--- config.mk ---
export PLATFORM = sky130hd
export DESIGN_NAME = sha256_msg_sched
export DESIGN_NICKNAME = d
export VERILOG_FILES = /design/src/rtl/sha256_pkg.sv /design/src/rtl/sha256_sched_sigma.sv /design/src/rtl/sha256_msg_sched.sv
export SDC_FILE = /design/constraint.sdc
export NUM_CORES = 1
export LEC_CHECK = 0
export CORE_MARGIN = 2
export CORE_UTILIZATION = 40
export DETAILED_ROUTE_END_ITERATION = 12
export PLACE_DENSITY = 0.63
export SYNTH_ARGS = -nofsm -noshare
export SYNTH_HDL_FRONTEND = slang
export SYNTH_HIERARCHICAL = 1
export SYNTH_SLANG_ARGS = --single-unit
--- constraint.sdc ---
create_clock -name CLK -period 12.34 [get_ports CLK]
set_input_delay 1.234 -clock CLK [delete_from_list [all_inputs] [get_ports CLK]]
set_output_delay 1.234 -clock CLK [all_outputs]
set_load 0.01 [all_outputs]
--- src/rtl/sha256_pkg.sv ---
// Shared types and helpers for the SHA-256 message schedule block.
// Word type, FSM state encoding and window geometry live here.
package sha256_pkg;

    localparam int WINDOW = 16;
    localparam int WORD_W = 32;

    typedef logic [WORD_W-1:0] word_t;

    typedef enum logic [1:0] {
        S_IDLE,
        S_LOAD,
        S_EXPAND,
        S_DONE
    } state_t;

    function automatic word_t rotr(input word_t x, input int unsigned n);
        return (x >> n) | (x << (WORD_W - n));
    endfunction

endpackage

--- src/rtl/sha256_sched_sigma.sv ---
// Small-sigma functions of the SHA-256 message schedule.
// s0 is applied to the W[t-15] tap, s1 to the W[t-2] tap.
module sha256_sched_sigma
    import sha256_pkg::*;
(
    input  logic [WORD_W-1:0] w15_i,
    input  logic [WORD_W-1:0] w2_i,
    output logic [WORD_W-1:0] s0_o,
    output logic [WORD_W-1:0] s1_o
);

    assign s0_o = rotr(w15_i, 7) ^ rotr(w15_i, 18) ^ (w15_i >> 3);
    assign s1_o = rotr(w2_i, 17) ^ rotr(w2_i, 19) ^ (w2_i >> 10);

endmodule

--- src/rtl/sha256_msg_sched.sv ---
// SHA-256 message schedule: loads W[0..15], expands W[16..ROUNDS-1].
// One word per cycle through a valid/ready output register.
module sha256_msg_sched
    import sha256_pkg::*;
#(
    parameter int ROUNDS = 64,
    parameter int DATA_W = 32
) (
    input  logic              CLK,
    input  logic              RST,
    input  logic              start,
    input  logic [DATA_W-1:0] data_i,
    input  logic              data_i_valid,
    output logic              data_i_ready,
    output logic [DATA_W-1:0] w_o,
    output logic              w_valid_o,
    input  logic              w_ready_i,
    output logic [5:0]        round_o,
    output logic              done_o
);

    if (DATA_W != 32) begin : g_bad_data_w
        $error("sha256_msg_sched: DATA_W must be 32");
    end

    if (ROUNDS < 17 || ROUNDS > 64) begin : g_bad_rounds
        $error("sha256_msg_sched: ROUNDS must be 17..64");
    end

    localparam logic [6:0] LAST_LOAD = 7'd15;
    localparam logic [6:0] LAST_WORD = 7'(ROUNDS - 1);

    state_t     state_q;
    logic [6:0] cnt_q;
    word_t      win_q [WINDOW];
    word_t      w_q;
    logic       wv_q;
    logic [5:0] round_q;
    logic       done_q;

    word_t s0;
    word_t s1;
    word_t exp_w;
    word_t w_d;
    logic  slot_free;
    logic  accept;
    logic  issue;
    logic  step;

    sha256_sched_sigma u_sigma (
        .w15_i (win_q[14]),
        .w2_i  (win_q[1]),
        .s0_o  (s0),
        .s1_o  (s1)
    );

    always_comb begin
        slot_free = !wv_q || w_ready_i;
        accept    = (state_q == S_LOAD) && slot_free && data_i_valid;
        issue     = (state_q == S_EXPAND) && slot_free;
        step      = accept || issue;
        exp_w     = s1 + win_q[6] + s0 + win_q[15];
        w_d       = accept ? word_t'(data_i) : exp_w;
    end

    always_ff @(posedge CLK) begin
        if (RST) begin
            state_q <= S_IDLE;
            cnt_q   <= '0;
            w_q     <= '0;
            wv_q    <= 1'b0;
            round_q <= '0;
            done_q  <= 1'b0;
            for (int i = 0; i < WINDOW; i++) begin
                win_q[i] <= '0;
            end
        end else begin
            done_q <= 1'b0;

            // A new word may replace a consumed one in the same cycle.
            if (step) begin
                w_q     <= w_d;
                wv_q    <= 1'b1;
                round_q <= cnt_q[5:0];
                cnt_q   <= cnt_q + 7'd1;
                win_q[0] <= w_d;
                for (int i = 1; i < WINDOW; i++) begin
                    win_q[i] <= win_q[i-1];
                end
            end else if (w_ready_i) begin
                wv_q <= 1'b0;
            end

            unique case (state_q)
                S_IDLE: begin
                    if (start) begin
                        state_q <= S_LOAD;
                        cnt_q   <= '0;
                    end
                end
                S_LOAD: begin
                    if (accept && cnt_q == LAST_LOAD) begin
                        state_q <= S_EXPAND;
                    end
                end
                S_EXPAND: begin
                    if (issue && cnt_q == LAST_WORD) begin
                        state_q <= S_DONE;
                    end
                end
                S_DONE: begin
                    if (wv_q && w_ready_i) begin
                        done_q  <= 1'b1;
                        state_q <= S_IDLE;
                    end
                end
            endcase
        end
    end

    assign data_i_ready = (state_q == S_LOAD) && slot_free;
    assign w_o          = DATA_W'(w_q);
    assign w_valid_o    = wv_q;
    assign round_o      = round_q;
    assign done_o       = done_q;

endmodule

==> flow_results.org, run 1 <==
** STA
- Number of hold violations in the final report :: 0
- Number of max-slew violations in the final report :: 0
- Derived from the worst setup path, the maximum achievable clock frequency is 0.210 GHz.
- Final Worst Setup Slack :: around 7.6 ns
- Unrepaired setup endpoints after global routing :: no
- Setup violations remaining at the end of the flow were counted as 0.
- Dividing the final minimum period by the clock period gives 0.386.
- Adding up every negative setup slack in the final design gives 0 ns.
- At the pin with the least slew margin, the transition time is 1.13 ns.
- Worst Clk Skew :: 0.0261 ns
- Remaining max-slew budget at the tightest pin :: 0.245
- Post-route minimum period :: approximately 4.8 ns

** Detailed routing
- In this run the remaining antenna-violating nets after routing total 0.
- DR DRC count :: 0
- Before antenna repair, the detailed router went through 5 iterations.
- Drt initial violations :: roughly 1,000
- The final route contains around 14,000 vias.
- In the routed layout, each cell is associated on average with a via count of roughly 4.8.
- After detailed routing, the average wire length per cell comes to between 15 and 20 µm.
- Sum of routed wire length over all layers :: roughly 50 mm

** CTS
- Counting every sink on the clock net gives approximately 560.
- Clock Latency Late Sink :: roughly 0.63 ns
- The H-tree was split into 2 levels.
- Buffers added to address setup during post-CTS repair amount to 0.
- The root buffer cell chosen for the clock tree is clkbuf_16.
- Gates resized during post-CTS repair numbered 0.
- For this design, the CTS-stage hold fixing added 0 buffers.
- Clock tree synthesis inserted a total of 57 buffers.
- Clock-pin slew on the worst setup and hold paths :: around 0.060 ns
- Clock tree from TritonCTS :: yes
- The longest clock path from root to sink contains 3 buffers.

** Finish
- Most common cell after layout, fill and taps aside :: edfxtp_1
- In the final design database the tool counted 2,062 nets.
- Measured on the finished design, the core utilization comes to 0.462.
- Share of layout cells above drive strength 1 :: 0.0608
- Count of antenna diodes in the layout :: 0
- Top library cells by usage in the layout, fill and taps aside :: edfxtp_1, and2_1, nor2b_1, inv_1, clkdlybuf4s50_1
- Syn-to-layout area delta :: 13.7%
- With fillers left out, the area of the finished cells amounts to between 20,000 and 30,000 µm².
- Counting the fill cells in the layout gives between 5,000 and 6,000.

** Global route
- Across every metal layer, demand over resource in global routing totals 0.156.
- Vias in the first global route :: about 13,000
- Summed over all layers, the global routing overflow is 0.
- Global-route wire length before repair :: 79.8 mm
- Entering global routing, the biggest net connects 200 pins.
- Antenna violations before repair :: 3

** Floorplan
- Die Ht :: 257 µm
- The region available for standard cell placement spans ~63,000 µm².
- The floorplan has 92 rows.
- Overall die area :: around 66,000 µm²
- During I/O placement, the number of pins put on the boundary was 78.
- Measured along the x axis, the die boundary spans between 200 and 300 µm.
- Initial standard-cell utilization of the core :: 0.406

** Synth
- Warnings, synthesis :: 6
- Yosys mapped a number of flops with a built-in enable equal to roughly 500.
- The netlist uses 63 different library cells.
- Synthesis handed over a netlist of 1,857 instances.
- The most used flip-flop cell after synthesis is edfxtp_1.
- For this run, the register share of the synthesized area comes to 0.637.
- Ys async rst share :: 0
- The cell area that synthesis handed to floorplanning was roughly 26,000 µm².
- Register bit count reported by yosys :: 561
- Net count of the mapped netlist :: 1,993
- Mean cell area of the mapped netlist :: 13.8 µm²

** Placed design
- Routability-driven placement finished with a final weighted congestion of approximately 0.87.
- Buffers added on ports :: slightly below 80
- Summing all placed instances gives a cell area of around 27,000 µm².
- Prior to clock tree synthesis, the placed netlist has a worst setup slack of between 6 and 7 ns.
- Total half-perimeter wirelength after legalization and detailed placement :: roughly 34 mm

** Critical path
- The worst setup path is of the primary input to flip-flop kind.
- CP arrival :: ~5 ns
- Nature of the critical path endpoint :: flip-flop
- Along the worst path, the maximum fanout reaches slightly below 200.
- Type of element launching the critical path :: primary input
- Data on the critical path is required at its endpoint by around 13 ns.

** Job
- Max Cap Violations :: 0

** Status
- Outcome :: finished clean

** Min path
- The min-delay analysis places its worst path in the category flip-flop to flip-flop.
-- cell type report --
class | count | area (µm²) | area share
flip-flops and latches | 561 | 16400 | 0.560
clock inverters | 40 | 395 | 0.0135
repair buffers | 91 | 902 | 0.0309
inverters | 192 | 724 | 0.0248
well taps | 846 | 1060 | 0.0362
clock buffers | 68 | 1480 | 0.0506
multi-input cells | 1023 | 8310 | 0.284
-- cells by family (layout without fill, tap and decap cells) --
family	count (synthesis)	count (layout)	share of synthesized area
compound gates	166	166	0.0450
xor+xnor	99	99	0.0637
fa+ha+maj	99	99	0.0663
buf+inv	273	391	0.0405
flops	561	561	0.637
mux	8	8	0.00312
simple gates	651	651	0.145
-- critical path, cell delays in order --
cell and delay (ns):
clkdlybuf4s50_1 0.48, nand2b_1 0.22, o21a_1 0.63, nor2_2 0.06, buf_4 0.26, clkinvlp_4 0.22
buf_4 0.83, buf_12 0.68
-- sequential cells by signal (all words and copies together) (netlist names) --
signal and count:
w_valid_o 1, w_o 32, done_o 1, cnt_q 7, round_o 6, state_q 2, win_q 512
-- metrics by stage --
step / std cells / hold WS [ns]
after floorplan: 1857 / 0.465
after global placement: 2713 / 0.448
after detailed placement: 2713 / 0.441
after CTS: 2821 / 0.461
after global routing: 2821 / 0.485
final: 2821 / 0.457
-- routing by layer --
metal / track usage / routed length [µm]
met1: 0.235 / 24600
met3: 0.0258 / 2950
met2: 0.234 / 22600
met4: 0.0438 / 1220
met5: 0 / 0
-- path summary, 6_finish.rpt --
| kind | slack (ns) | endpoint | startpoint | depth (start not counted) |
|---|---|---|---|---|
| hold / removal | 0.46 | w_o[28] | w_o[28] | 2 |
| setup / recovery | 7.58 | win_q[1][162] | w_ready_i | 8 |
| hold reg to reg | 0.46 | w_o[28] | w_o[28] | 2 |
| setup reg to reg | 7.74 | win_q[0][28] | win_q[0][36] | 14 |
-- synthesized netlist by cell type, types with 3 or more instances --
library cell,n,area (µm²)
a211oi_1,11,82.6
a21o_1,29,218
a21oi_1,52,260
a221oi_1,4,35.0
a31oi_1,4,25.0
and2_1,264,1650
and3_1,6,37.5
buf_1,4,15.0
buf_2,6,30.0
clkbuf_1,70,263
dfxtp_1,49,981
edfxtp_1,512,15400
fa_1,62,1240
ha_1,37,463
inv_1,192,721
mux2i_1,8,80.1
nand2_1,71,267
nand3_1,12,60.1
nand4_1,11,68.8
nor2_1,71,267
nor2b_1,197,1230
nor3_1,8,40.0
o211ai_1,3,22.5
o21a_1,4,30.0
o21ai_0,21,105
o21bai_1,6,45.0
o22ai_1,3,18.8
xnor2_1,19,166
xor2_1,29,254
xor3_1,50,1190
Power of run 1 is not shown: default switching activity piles up to over one toggle a cycle in this logic, so the estimate is an artifact.
==> inputs of run 2 (changes only) <==
Settings changed: PLACE_DENSITY 0.63 to 0.61.
Clock period 12.34 ns to 4.65 ns, I/O delays scaled along.
==> flow_results.org, run 2 (synthesized netlist as in run 1, its figures left out) <==
** Status
- The run finished with clean final reports.

** Detailed routing
- Antenna-violating nets left :: 0 (unchanged)
- Detailed-route wire length per cell :: 19.7 µm (+8.1%)
- The detailed-router iteration count before antenna repair was 7 (+2).
- Drt initial violations :: 935 (-9.9%)
- Vias per inst :: 4.80 (+0.15%)
- The detailed-route via count is 13,700 (+1.5%).
- The wire length reported by the detailed router came to 56.3 mm (+9.6%).
- DR DRC count :: 0 (unchanged)

** STA
- The max-slew headroom at the worst pin is 0.409 (+0.163).
- Post-route minimum period :: ~4.5 ns
- Of the available clock period, the critical path in the final layout requires 0.978.
- Unrepaired setup endpoints after global routing :: yes
- Setup TNS after final layout :: 0 ns (unchanged)
- The total count of hold-check failures in the final report is 0 (unchanged).
- The worst-case clock skew came to 0.0254 ns (-0.000690 ns).
- Worst-Margin Slew :: 0.887 ns (-0.245 ns)
- The final max-slew violation count is 0 (unchanged).
- The total setup violations reported at the end of the flow was 0 (unchanged).
- The hold slack is 0.307 ns (-0.150 ns).
- Static timing analysis puts the maximum clock frequency at between 0.2 and 0.25 GHz.

** Floorplan
- Die Ht :: 257 µm (unchanged)
- The floorplan die width is 257 µm (unchanged).
- The number of core rows came to 92 (unchanged).
- Floorplan core area :: 63,300 µm² (unchanged)
- The top-level I/O count is 78 (unchanged).
- The starting density of the core came to 0.406 (unchanged).
- Overall die area :: 66,300 µm² (unchanged)

** Finish
- Max reg flops :: 512 (unchanged)
- The share of final-layout standard cells stronger than drive strength 1 came to 0.0810 (+0.0203).
- Most common cell after layout, fill and taps aside :: edfxtp_1
- Post-layout net count :: 2,099 (+1.8%)
- Register name with the most flops :: win_q
- The number of standard cells in the final layout excluding fillers came to 2,860 (+1.4%).
- The library cells used most frequently in the layout, excluding fill and tap cells, are edfxtp_1, and2_1, nor2b_1, inv_1, clkdlybuf4s50_1.
- Relative to the synthesized area, the layout overhead comes to 15.1%.

** CTS
- The CTS clock-pin slew for the worst setup and hold paths came to 0.06 ns (about the same).
- Number of buffers added by the clock tree synthesis step :: 57 (unchanged)
- Clock tree from TritonCTS :: yes
- Root buffer cell :: clkbuf_16
- The number of buffers on the longest clock path is 3 (unchanged).
- H-tree lvl count :: 2 (unchanged)
- Clock Latency Late Sink :: 0.62 ns (about the same)
- Clock sink count :: 561 (unchanged)

** Global route
- The total global routing overflow came to 0 (unchanged).
- The total routing resource utilization after global routing was 0.171 (+0.0150).
- Global-route wire length before repair :: 85.7 mm (+7.4%)
- The number of global-route vias before repair was 14,000 (+4.5%).
- The number of antenna violations at the first check in global routing came to 2 (-1).
- The pin count of the biggest net entering global routing was 173 (-14%).

** Placed design
- Total half-perimeter wirelength after legalization and detailed placement :: 37.7 mm (+11%)
- The placer congestion estimate was 0.904 (+4.3%).
- The number of buffers added on ports was 77 (unchanged).
- The number of placed instances, taps included was 2,731 (+0.66%).

** Critical path
- STA classifies the critical path startpoint as a flip-flop.
- The worst setup path is of the flip-flop to flip-flop kind.
- The required time of the critical path was 5.00 ns (-7.56 ns).
- The worst setup slack for register-to-register paths is 0.10 ns (-7.64 ns).
- Crit-path max FO :: 4 (-98%)
- The arrival time reported for the critical path endpoint came to 4.89 ns (-0.10 ns).
- STA classifies the critical path endpoint as a flip-flop.

** Min path
- In this run the worst hold path is classified as primary input to flip-flop.

** Job
- The max-capacitance violation count was 0 (unchanged).
==> run 2: cell types whose count changed in the layout (fill, tap and decap cells not counted), moves of 2 or more <==
cell / previous run / this run
a21oi_1: 52 / 48
a21oi_2: 0 / 4
buf_12: 2 / 6
buf_4: 12 / 45
bufinv_16: 7 / 5
clkbuf_1: 10 / 17
clkinv_2: 11 / 8
clkinv_4: 2 / 0
clkinvlp_4: 4 / 2
dfxtp_1: 49 / 47
dfxtp_2: 0 / 2
diode_2: 0 / 2
==> run 2: metal layers <==
metal  wire length, µm  global-route usage  up-vias  part of all wire
li1                  -                   -     6505                 -
met1             26200               0.242     6794              0.47
met2             25300               0.264      346              0.45
met3              3050              0.0351       94             0.054
met4              1820              0.0588        0             0.032
met5                 0                   0        -                 0
==> run 2: stage by stage <==
stage | utilization | worst slack (ns) | area, µm²
2_1_floorplan | - | -4.68 | 25700
3_3_place_gp | 0.435 | -0.0366 | 27600
3_5_place_dp | 0.435 | -0.0547 | 27600
4_1_cts | 0.465 | 0.00604 | 29400
5_1_grt | 0.467 | -0.0253 | 29600
6_report | 0.467 | 0.103 | 29600
==> run 2: critical path, cell delays in order, from the launching register on <==
cell       delay (ns)
edfxtp_1         0.46
buf_4            0.19
xor3_1           0.40
inv_1            0.10
fa_1             0.45
fa_1             0.51
inv_1            0.05
ha_1             0.33
nor2b_2          0.19
o2111ai_1        0.32
a21oi_2          0.13
buf_4            0.14
nor3_1           0.32
o21ai_0          0.18
xor2_1           0.19
mux2i_1          0.23
nor2_1           0.07
==> run 2: final timing paths <==
path / startpoint / end / cells past startpoint
worst max-delay path: win_q[0][54] / win_q[0][15] / 16
worst min-delay path: RST / w_o[17] / 2
worst max register to register: win_q[0][54] / win_q[0][15] / 16
worst min register to register: w_o[25] / w_o[25] / 1
==> run 2: repair_timing <==
action,CTS,global route
hold buffers,0,0
buffers inserted,3,16
resized for setup,0,10
pin swaps,0,6
endpoints found under the setup margin,8,18
==> run 2: layout make-up <==
cell class	instances	area [µm²]
Antenna cell	2	5.00
Clock buffer	76	1530
Clock inverter	32	304
Fill cell	5656	33700
Inverter	192	724
Multi-Input combinational cell	1023	8370
Sequential cell	561	16400
Tap cell	846	1060
Timing Repair Buffer	128	1230
Power of run 2 is left out for the same reason.
==> variant, RTL diff (config.mk and constraints of run 2) <==
Change the package constant `WORD_W` from 32 to 40.
--- a/src/rtl/sha256_pkg.sv
+++ b/src/rtl/sha256_pkg.sv
@@ -3,7 +3,7 @@
 package sha256_pkg;
 
     localparam int WINDOW = 16;
-    localparam int WORD_W = 32;
+    localparam int WORD_W = 40;
 
     typedef logic [WORD_W-1:0] word_t;
 
Function: same outputs for any inputs over 4 cycles, from zero or initial values and one cycle with RST high; that may be too few to reach the edited logic, so the function may still have changed.
==> variant against run 2 <==
Count of clock-buffer cells in the layout is 17 higher; final area is 25% higher; sequential cell count grew 128; critical path depth shrank 1; die area increased by 23%; via count up 26%; cell count up 24%; utilization rose by 0.39 points; sequential share of layout area fell by 0.84 points; routed wire length grew 33%; setup slack better by 22 ps; synthesized area increased by 24%.
Power is not shown: default switching activity piles up to over one toggle a cycle in this logic, so the estimate is an artifact.
==> variant: results (changes against run 2) <==
Final Hold Slack=393 ps (+86.0 ps); Hold Path Sink=w_valid_o; ANT cells=0 (-2); CTS H-tree depth=3 (+1); Routed WL=74.8 mm (+33%); final net count=2,596 (+24%); post-synthesis compound-gate area fraction=4.59% (+0.086 points); outcome=complete, no violations; Starting DRT DRC Count=1,311 (+40%); Post-DP HPWL=52.8 mm (+40%); Num CTS Buffers=73 (+28%); Synth top cells by count=edfxtp_1, and2_1, nor2b_1, inv_1, clkbuf_1; Synth area leaders=edfxtp_1, and2_1, xor3_1; Total GRT Usage=18.7% (+1.5 points); Post-Synth XOR/XNOR Area=6.44% (+0.066 points); largest net degree at the start of global routing=212 (+23%); via density per instance=4.89 (+1.8%); Critical R2R Launch=win_q[1][269]; DRT Pass-1 Iters=5 (-2); initial antenna violation count=0 (-2); cell count after placement=3,397 (+24%); critical path peak fanout=8 (+4); post-synthesis sequential area ratio=63.6% (about the same); share of layout cells above drive strength 1=11.1% (+3.0 points); Post-synth EDFFs=640 (+25%); largest stage delay on the critical path=580 ps (+70 ps); gp weighted congestion=0.873 (-3.5%); clock skew=34.5 ps (+9.05 ps); Netlist cell types=74 (+17%); Clock Latency Late Sink=640 ps (+20 ps); mean post-synth cell area=14.0 um2 (+1.4%); filler instances=6,909 (+22%); first-pass GRT wire length=113 mm (+32%); Post-Synth Adder-Cell Area=6.69% (+0.059 points); post-synthesis mux area share=0.189% (-0.12 points); worst r2r path cells=15 (-1); largest family of logic cells by synthesized area=simple AND/OR/NAND/NOR gates; worst hold path startpoint=RST; vias in the first global route=17,300 (+24%); Synth warnings=6 (unchanged); syn_nets=2,424 (+22%); Slew headroom=36.8% (-4.1 points); final cell count without fillers=3,543 (+24%); Reg2Reg Setup Slack=130 ps (+20 ps)
==> variant: cell count changes after synthesis, sizes merged, moves of 6 or more <==
cell / change
edfxtp: +128
a21o: +9
o21ai: +10
xor3: +16
or3: +6
a21oi: +14
nand2: +9
inv: +39
clkbuf: +19
and2: +72
fa: +16
nor2b: +45
ha: +8
==> variant: cell type report <==
cell class,instances,area [um2],area share [%]
flip-flops and latches,689,20200,54.5
clock inverters,39,452,1.22
repair buffers,195,1900,5.12
well taps,1050,1310,3.54
inverters,231,871,2.35
clock buffers,93,1930,5.21
multi-input cells,1246,10400,28.1
==> variant: stage by stage <==
step	util, %	instance area (um2)	worst slack (ps)
2_1_floorplan	-	31800	-6550
3_3_place_gp	43.8	34500	-69.3
3_5_place_dp	43.8	34500	-72.8
4_1_cts	46.9	36900	8.26
5_1_grt	47.1	37100	-6.39
6_report	47.1	37100	125
==> variant: worst max path at each step <==
stage,slack [ps],startpoint,to
after CTS,8,win_q[1][252],win_q[0][34]
after detailed placement,-70,win_q[0][68],win_q[0][34]
after global routing,-6,win_q[1][244],win_q[0][31]
after global placement,-70,win_q[0][68],win_q[0][34]
final,130,win_q[1][269],win_q[0][34]
after floorplan,-6550,state_q[0],win_q[0][0]
==> variant: cell families (layout without fill, tap and decap cells) <==
kind of cell               count (synthesis)  count (layout)
and+or+nand+nor                          790             790
DFF                                      689             689
adders and majority gates                123             123
muxes                                      6               6
xor gates and xnor gates                 118             118
AOI/OAI and AO/OA                        209             209
buffers and inverters                    329             558
==> variant: critical path, delay by kind of cell (launching register included) <==
kind            cells  cell delay, ps
fa+ha+maj           3            1380
xor+xnor            2             610
compound gates      4             780
flops               1             480
buf+inv             3             320
simple gates        3             700
==> variant: metal layers <==
layer	vias up	share of wire [%]	wire length, um	track usage [%]
met5	-	0	0	0
met4	0	2.2	1680	5.10
met3	93	4.8	3580	2.79
met2	410	46	34700	29.4
met1	8754	47	34900	27.1
li1	8063	-	-	-
==> variant: what timing repair did <==
item                                    4_1_cts  5_1_grt
buffers inserted                              4       10
resized for setup                             0       24
endpoints found under the setup margin        3       26
cloned                                        0        0
pin swaps                                     0       14
